==> src/rtl/vga_sync_monitor.sv <==
// vga_sync_monitor: measures VGA HS/VS timing, locks onto the stream and rebuilds pixel position.
module vga_sync_monitor #(
  parameter int H_TOTAL = 800,
  parameter int H_SYNC = 96,
  parameter int H_SYNC_START = 656,
  parameter int H_ACTIVE = 640,
  parameter int V_TOTAL = 525,
  parameter int V_SYNC = 2,
  parameter int V_SYNC_START = 490,
  parameter int V_ACTIVE = 480,
  parameter bit SYNC_POL = 1'b0,
  parameter int LOCK_FRAMES = 2
) (
  input  logic       CLK,
  input  logic       RST_N,
  input  logic       VGA_HS,
  input  logic       VGA_VS,
  output logic [9:0] rx_h_count,
  output logic [9:0] rx_v_count,
  output logic       rx_visible,
  output logic       locked,
  output logic       frame_start,
  output logic       err_h,
  output logic       err_v
);
  typedef enum logic [1:0] {SEARCH, TRACK, LOCKED} state_t;
  state_t state;
  logic hs_r, vs_r, h_ref, v_ref, frame_bad;
  logic hs_lead, hs_trail, vs_lead, vs_trail, e_h, e_v, abort, go_lock, keep_lock;
  logic [9:0] h_cnt, l_cnt, vs_lines, h_nxt, v_nxt;
  logic [10:0] to_cnt;
  logic [7:0] good;
  // Edges are the clk at which the registered sync copy changes level.
  always_comb begin
    hs_lead = VGA_HS == SYNC_POL && hs_r != SYNC_POL;
    hs_trail = VGA_HS != SYNC_POL && hs_r == SYNC_POL;
    vs_lead = VGA_VS == SYNC_POL && vs_r != SYNC_POL;
    vs_trail = VGA_VS != SYNC_POL && vs_r == SYNC_POL;
    e_h = h_ref && ((hs_lead && {1'b0, h_cnt} + 11'd1 != 11'(H_TOTAL)) ||
                    (hs_trail && {1'b0, h_cnt} + 11'd1 != 11'(H_SYNC)) ||
                    (!hs_lead && to_cnt == 11'(2 * H_TOTAL - 1)));
    e_v = v_ref && ((vs_lead && {1'b0, l_cnt} + 11'(hs_lead) != 11'(V_TOTAL)) ||
                    (vs_trail && vs_lines != 10'(V_SYNC)));
    abort = state == LOCKED && (err_h || err_v);
    go_lock = state == TRACK && vs_lead && !e_h && !e_v && !frame_bad &&
              good + 8'd1 == 8'(LOCK_FRAMES);
    keep_lock = (state == LOCKED && !abort) || go_lock;
    h_nxt = hs_lead ? 10'(H_SYNC_START) :
            rx_h_count == 10'(H_TOTAL - 1) ? 10'd0 : rx_h_count + 10'd1;
    v_nxt = vs_lead ? 10'(V_SYNC_START) :
            (hs_lead || rx_h_count != 10'(H_TOTAL - 1)) ? rx_v_count :
            rx_v_count == 10'(V_TOTAL - 1) ? 10'd0 : rx_v_count + 10'd1;
  end
  always_ff @(posedge CLK or negedge RST_N) begin
    if (!RST_N) begin
      state <= SEARCH;
      hs_r <= !SYNC_POL;
      vs_r <= !SYNC_POL;
      h_ref <= 1'b0;
      v_ref <= 1'b0;
      frame_bad <= 1'b0;
      h_cnt <= '0;
      l_cnt <= '0;
      vs_lines <= '0;
      to_cnt <= '0;
      good <= '0;
      rx_h_count <= '0;
      rx_v_count <= '0;
      rx_visible <= 1'b0;
      locked <= 1'b0;
      frame_start <= 1'b0;
      err_h <= 1'b0;
      err_v <= 1'b0;
    end else begin
      hs_r <= VGA_HS;
      vs_r <= VGA_VS;
      h_cnt <= hs_lead ? 10'd0 : h_cnt + 10'(h_cnt != 10'h3ff);
      to_cnt <= hs_lead ? 11'd0 : to_cnt + 11'(to_cnt != 11'(2 * H_TOTAL));
      l_cnt <= vs_lead ? 10'd0 : l_cnt + 10'(hs_lead && l_cnt != 10'h3ff);
      vs_lines <= vs_lead ? 10'(hs_lead) :
                  vs_lines + 10'(hs_lead && VGA_VS == SYNC_POL && vs_lines != 10'h3ff);
      h_ref <= !abort && (h_ref || hs_lead);
      v_ref <= !abort && (v_ref || vs_lead);
      err_h <= e_h;
      err_v <= e_v;
      locked <= keep_lock;
      frame_start <= keep_lock && vs_lead;
      rx_h_count <= keep_lock ? h_nxt : 10'd0;
      rx_v_count <= keep_lock ? v_nxt : 10'd0;
      rx_visible <= keep_lock && h_nxt < 10'(H_ACTIVE) && v_nxt < 10'(V_ACTIVE);
      // A frame only counts toward lock if no error was seen anywhere inside it.
      if (abort) begin
        state <= SEARCH;
        good <= '0;
        frame_bad <= 1'b0;
      end else if (state == SEARCH && vs_lead) begin
        state <= TRACK;
        good <= '0;
        frame_bad <= 1'b0;
      end else if (state == TRACK && vs_lead) begin
        state <= go_lock ? LOCKED : TRACK;
        good <= (e_h || e_v || frame_bad) ? 8'd0 : good + 8'd1;
        frame_bad <= 1'b0;
      end else if (state == TRACK && (e_h || e_v)) begin
        good <= '0;
        frame_bad <= 1'b1;
      end
    end
  end
endmodule

==> config.mk <==
export PLATFORM = sky130hd
export DESIGN_NAME = vga_sync_monitor
export DESIGN_NICKNAME = d
export VERILOG_FILES = /design/src/rtl/vga_sync_monitor.sv
export SDC_FILE = /design/constraint.sdc
export NUM_CORES = 1
export LEC_CHECK = 0
export BUFFER_PORTS_ARGS = -buffer_cell sky130_fd_sc_hd__buf_2
export CAP_MARGIN = 30
export CELL_PAD_IN_SITES_DETAIL_PLACEMENT = 0
export CELL_PAD_IN_SITES_GLOBAL_PLACEMENT = 1
export CORE_UTILIZATION = 43
export DETAILED_ROUTE_END_ITERATION = 8
export GPL_ROUTABILITY_DRIVEN = 0
export GPL_TIMING_DRIVEN = 0
export HOLD_SLACK_MARGIN = 0.12
export PLACE_DENSITY = 0.75
export SETUP_SLACK_MARGIN = 0.2
export SLEW_MARGIN = 20
export SYNTH_ARGS = -nofsm -noshare
export SYNTH_HDL_FRONTEND = slang
export SYNTH_SLANG_ARGS = --single-unit
==> constraint.sdc <==
create_clock -name CLK -period 3 [get_ports CLK]
set_input_delay 0.3 -clock CLK [delete_from_list [all_inputs] [get_ports CLK]]
set_output_delay 0.3 -clock CLK [all_outputs]
set_load 0.005 [all_outputs]
======== After elaboration in Yosys (flattened, before gate mapping) ========
Index checks and enable logic that the tools add are counted.
operators by class
  bitwise logic cells ..................... 4
  multiplexer cells ....................... 24
  magnitude comparators ................... 2
  reductions and logical operators ........ 46
  add/sub/neg operators ................... 9
  eq/ne operators ......................... 15
operator list
  operator                                              number
  2-to-1 mux 10 bit                                     10
  2-to-1 mux 8 bit                                      5
  != test 10 bit (second input constant)                4
  adder 10 x 1 -> 10 bit                                3
  logical AND 1 bit                                     28
  != test 11 x 10 -> 1 bit (second input constant)      2
  adder 10 x 1 -> 10 bit (second input constant)        2
  equality test 10 bit (second input constant)          2
  adder 10 x 1 -> 11 bit                                1
  adder 10 x 1 -> 11 bit (second input constant)        1
  adder 11 x 1 -> 11 bit                                1
  equality test 11 bit (second input constant)          1
  2-to-1 mux 11 bit                                     1
  != test 11 bit (second input constant)                1
  != test 11 x 7 -> 1 bit (second input constant)       1
  logical OR 1 bit                                      10
  < comparator 10 bit (second input constant)           1
  < comparator 10 x 9 -> 1 bit (second input constant)  1
  != test 10 x 2 -> 1 bit (second input constant)       1
  adder 8 x 1 -> 8 bit (second input constant)          1
  equality test 8 x 2 -> 1 bit (second input constant)  1
  2-to-1 mux 2 bit                                      4
  logical NOT 1 bit                                     5
  2-to-1 mux 1 bit                                      4
  6 further kinds                                       9
word-level totals
  word-level logic and storage cells ...... 118
  output and inout port bits .............. 25
  bits in registers ....................... 81
  bits of input ports ..................... 4

======== Logic depth before layout (Yosys ltp) ========
  depth after elaboration ................. 15
  mapped depth ............................ 15
  mapped depth without buffers ............ 11

======== Worst setup path after synthesis ========
No wires, ideal clock.
  path type ............................... reg-to-reg
  start point ............................. register hs_r
  end point ............................... register rx_v_count[2]
  data required time ...................... 2920 ps
  library setup time ...................... 80 ps
  period minus slack after synthesis ...... 3147 ps
  path buffers ............................ 4
  data arrival time ....................... 3067 ps
  slack ................................... -147 ps
  stages on the path, launching flop included .. 16
  cells stage by stage .................... dfstp_2 -> nand2b_1 -> inv_1 -> buf_2 -> buf_1 -> ha_1 -> ha_1 -> nor2b_1 -> nand4_1 -> o311ai_1 -> nand2_1 -> or3_1 -> buf_6 -> a2bb2oi_2 -> buf_6 -> nor3_2
between the ends
  elaborated cells between the ends (all ways) .. 26
  those cells by class .................... add/sub: 1; eq/ne: 1; mux: 3; bitwise: 1; reduce/logical: 20
RTL lines
  element                          line  source
  start: declaration               28    logic hs_r, vs_r, h_ref, v_ref, frame_bad;
  start signal: assignment         57    hs_r <= !SYNC_POL;
  logical AND 1 bit                35    hs_lead = VGA_HS == SYNC_POL && hs_r != SYNC_POL;
  adder 10 x 1 -> 11 bit           42    e_v = v_ref && ((vs_lead && {1'b0, l_cnt} + 11'(hs_lead) != 11'(V_TOTAL)) ||
  != test 11 x 10 -> 1 bit         42
  logical AND 1 bit                42
  logical OR 1 bit                 42
  logical AND 1 bit                42
  named net e_v                    29    logic hs_lead, hs_trail, vs_lead, vs_trail, e_h, e_v, abort, go_lock, keep_lock;
  logical NOT 1 bit                45    go_lock = state == TRACK && vs_lead && !e_h && !e_v && !frame_bad &&
  logical AND 1 bit (3 in series)  45
  logical OR 1 bit                 47    keep_lock = (state == LOCKED && !abort) || go_lock;
  2-to-1 mux 10 bit                89    rx_v_count <= keep_lock ? v_nxt : 10'd0;
  end signal: assignment           89
  end: declaration                 19    output logic [9:0] rx_v_count,
The timed path passes the listed nets, and every way through them passes these cells.
A chain may end at the register's enable or synchronous reset.

======== Worst setup path in the final report ========
  start point ............................. register hs_r
  end point ............................... register good[3]
between the ends
  longest elaborated chain between the ends .. 12
  elaborated cells between the ends (all ways) .. 23
  those cells by class .................... add/sub: 1; eq/ne: 1; mux: 4; bitwise: 1; reduce/logical: 16
ends and longest elaborated chain
  element                     line      source
  logical AND 1 bit *         35
  adder 10 x 1 -> 11 bit *    42
  != test 11 x 10 -> 1 bit *  42
  logical AND 1 bit *         42
  logical OR 1 bit *          42
  logical AND 1 bit *         42
  named net e_v               29
  logical OR 1 bit *          102, 104
  logical OR 1 bit            102       good <= (e_h || e_v || frame_bad) ? 8'd0 : good + 8'd1;
  2-to-1 mux 8 bit            102
  2-to-1 mux 8 bit            100       end else if (state == TRACK && vs_lead) begin
  2-to-1 mux 8 bit            96        end else if (state == SEARCH && vs_lead) begin
  2-to-1 mux 8 bit            92        if (abort) begin
  end signal: assignment      102
  end: declaration            32        logic [7:0] good;
Mark *: on every way through the listed nets, which the timed path passes. The rest lies on a longest branch.

==> out/qor.yml <==
core_um2: 9730
syn_nets: 460
syn_inst: 439
critPathRequiredTime_ns: 3.28
nets: 518
synth-edff-count: 0
drive_gt1_share_pct: 19.9
cp_max_fo: 3
clock_path_buffers: 2
drc: 0
slew_headroom_pct: 58.4
avgSynthCellArea_um2: 9.76
finalInstanceArea_um2: 5190
fin_crit_sh_pct: 95.0
placed_area_um2: 4670
leakage_nw: 2.26
cts_buffers: 9
final.setup_skew_ns: 0.0146
port_buffers: 28
grt-ovfl-total: 0
vias: 3386
hold_path_class: "in -> async"
start_util_pct: 44.1
status: "finished, final reports clean"
grt_max_degree: 57
clock_latency_ns: 0.37
fp-row-count: 36
worstPathArrival_ns: 3.13
drtAntennaViolNets: 0
area_growth_pct: 21.1
die_h_um: 102
clk_pin_slew_worst_paths_ns: 0.09
antenna_found_initial: 0
post-route-min-period_ns: 2.85
routedWlPerCell_um: 14.6
mostFrequentLayoutCell: "dfrtp_1"
fin_cells: 635
mostFrequentLayoutCells: "dfrtp_1, nor2_1, nand3_1, xor2_1, buf_2"
totalWireLength_mm: 9.28
drv_slew: 0
cts_tree: "done"
dp_hpwl_mm: 6.24
pre_cts_ws_ns: -0.237
htree_levels: 3
io_pins: 29
syn-cell-area_um2: 4290
ys_async_sr_fraction_pct: 100
maxCapViolCount: 0
grt_pass1_vias: 3178
vias_per_cell: 5.33
worst_slew_pin_slew_ns: 0.624
dieArea_um2: 10400
dr.pass1.iters: 4
drtIter0Drc: 101
root_buffer: "clkbuf_8"
dp_cells: 601
peakVddDrop_mv: 0.221
fmax_mhz: 351
cp-end-kind: "flip-flop"
hold_viol: 0
synth_flop_cell: "dfrtp_1"
finalSetupViolCount: 0
yosys.cell_types.count: 52
die_x_um: 102
power_density_nw_per_um2: 450
setup_slack_ns: 0.150
critPathLaunchType: "flip-flop"
crit_type: "reg -> reg"
n_antenna_cell: 0
clkSinkCount: 81
yosysWarningCount: 0
synth-seq-area-share_pct: 47.3
grt_setup_unrepaired: "true"
grtUsageTotal_pct: 19.2
grt_pass1_wl_mm: 15.2
synth_seq_cells: 81
## metrics by stage
step / hold WS [ns] / TNS, ns / utilization (%) / total power (W)
6_report: 0.388 / 0 / 53.4 / 0.00233
5_1_grt: 0.431 / 0 / 53.4 / 0.00244
4_1_cts: 0.0681 / 0 / 52.2 / 0.00235
3_5_place_dp: 0.247 / -4.53 / 48.0 / 0.00147
3_3_place_gp: 0.451 / -4.47 / 47.7 / 0.00145
2_1_floorplan: 0.00441 / 0 / - / 0.00137
## where the power goes
group | internal, W | switching [W] | total, W
clock | 0.000468 | 0.000403 | 0.000870
combinational | 0.000107 | 0.000140 | 0.000248
sequential | 0.00115 | 0.0000678 | 0.00122
## cell type report
cell class	count	area, µm²
plain buffers	12	93.8
clock buffers	11	131
clock inverters	5	80.1
fillers	941	4540
inverters	11	43.8
multi-input cells	335	2300
flip-flops and latches	81	2030
well taps	133	166
repair buffers	47	342
## routing by layer
layer / GRT usage, % / part of all wire, % / vias up
met1: 25.0 / 48 / 1659
li1: - / - / 1669
met4: 9.34 / 2.1 / 0
met5: 0 / 0 / -
met2: 30.2 / 47 / 45
met3: 4.38 / 2.8 / 13
## synth_stat cells (2+ instances only)
master    count  area (µm²)
o221ai_1      3        26.3
o21ai_1       2        10.0
o21a_1        5        37.5
buf_2         2        10.0
a31oi_1       2        12.5
nor2_1       57         214
nand4_1      13        81.3
nand3b_1      2        15.0
a22o_1        2        17.5
and2_1        9        56.3
nor4_1        7        43.8
nand2_1      26        97.6
and3_1       16         100
o21ai_0      16        80.1
nor2b_1       5        31.3
or3_1        12        75.1
a21oi_1      14        70.1
ha_1         17         213
nor3_1        5        25.0
nor3_2        8        80.1
inv_1        11        41.3
dfrtp_1      79        1980
nand4b_1      2        17.5
buf_1         3        11.3
xnor2_1      17         149
a21o_1        2        15.0
o211ai_1      3        22.5
nand3_1      37         185
dfstp_2       2        52.6
a41oi_1       2        17.5
xor2_1       28         245
clkbuf_1      4        15.0
buf_6         2        22.5
and4_1        2        17.5
nand2b_1      5        31.3
## worst paths after layout
kind	to	depth (start not counted)	startpoint	slack, ns
worst max-delay path	good[3]	15	hs_r	0.15
worst min-delay path	h_ref	2	RST_N	0.39
worst max register to register	good[3]	15	hs_r	0.15
worst min register to register	rx_h_count[0]	1	rx_h_count[0]	0.53
max in group asynchronous	vs_r	3	RST_N	1.96
min in group CLK	err_h	5	VGA_HS	0.42
## registers in the layout, indices dropped and copies added, names as in the netlist, 2 cells and up
name	cells
h_cnt	10
rx_h_count	10
l_cnt	10
good	8
vs_lines	10
state	2
to_cnt	11
rx_v_count	10
## repair_timing
action,in CTS,in global routing
gates resized for setup,18,22
hold buffers,2,1
endpoints found under the hold margin,26,1
endpoints found under the setup margin,33,31
pin swaps,13,6
buffers inserted,10,3
gates cloned,2,0
## cells by family after synthesis
logic type               share of synthesized area (%)
buffers and inverters                             2.51
XOR/XNOR                                          9.19
AND/OR/NAND/NOR                                   26.6
multiplexers                                     0.234
AO/OA/AOI/OAI                                     9.17
adder cells (fa/ha/maj)                           4.96
flip-flops                                        47.3
## critical path, stage by stage (launching register included)
cell and delay [ns]:
dfstp_2 0.56, nand2b_4 0.07, inv_4 0.05, buf_6 0.09, buf_8 0.09, ha_4 0.13
ha_4 0.19, nor2b_1 0.11, nand4_1 0.08, o311ai_1 0.27, nand2_1 0.15, or3_1 0.34
buf_6 0.14, buf_6 0.11, or3_4 0.32, o221ai_2 0.06
Power figures use the tool's default switching activity.
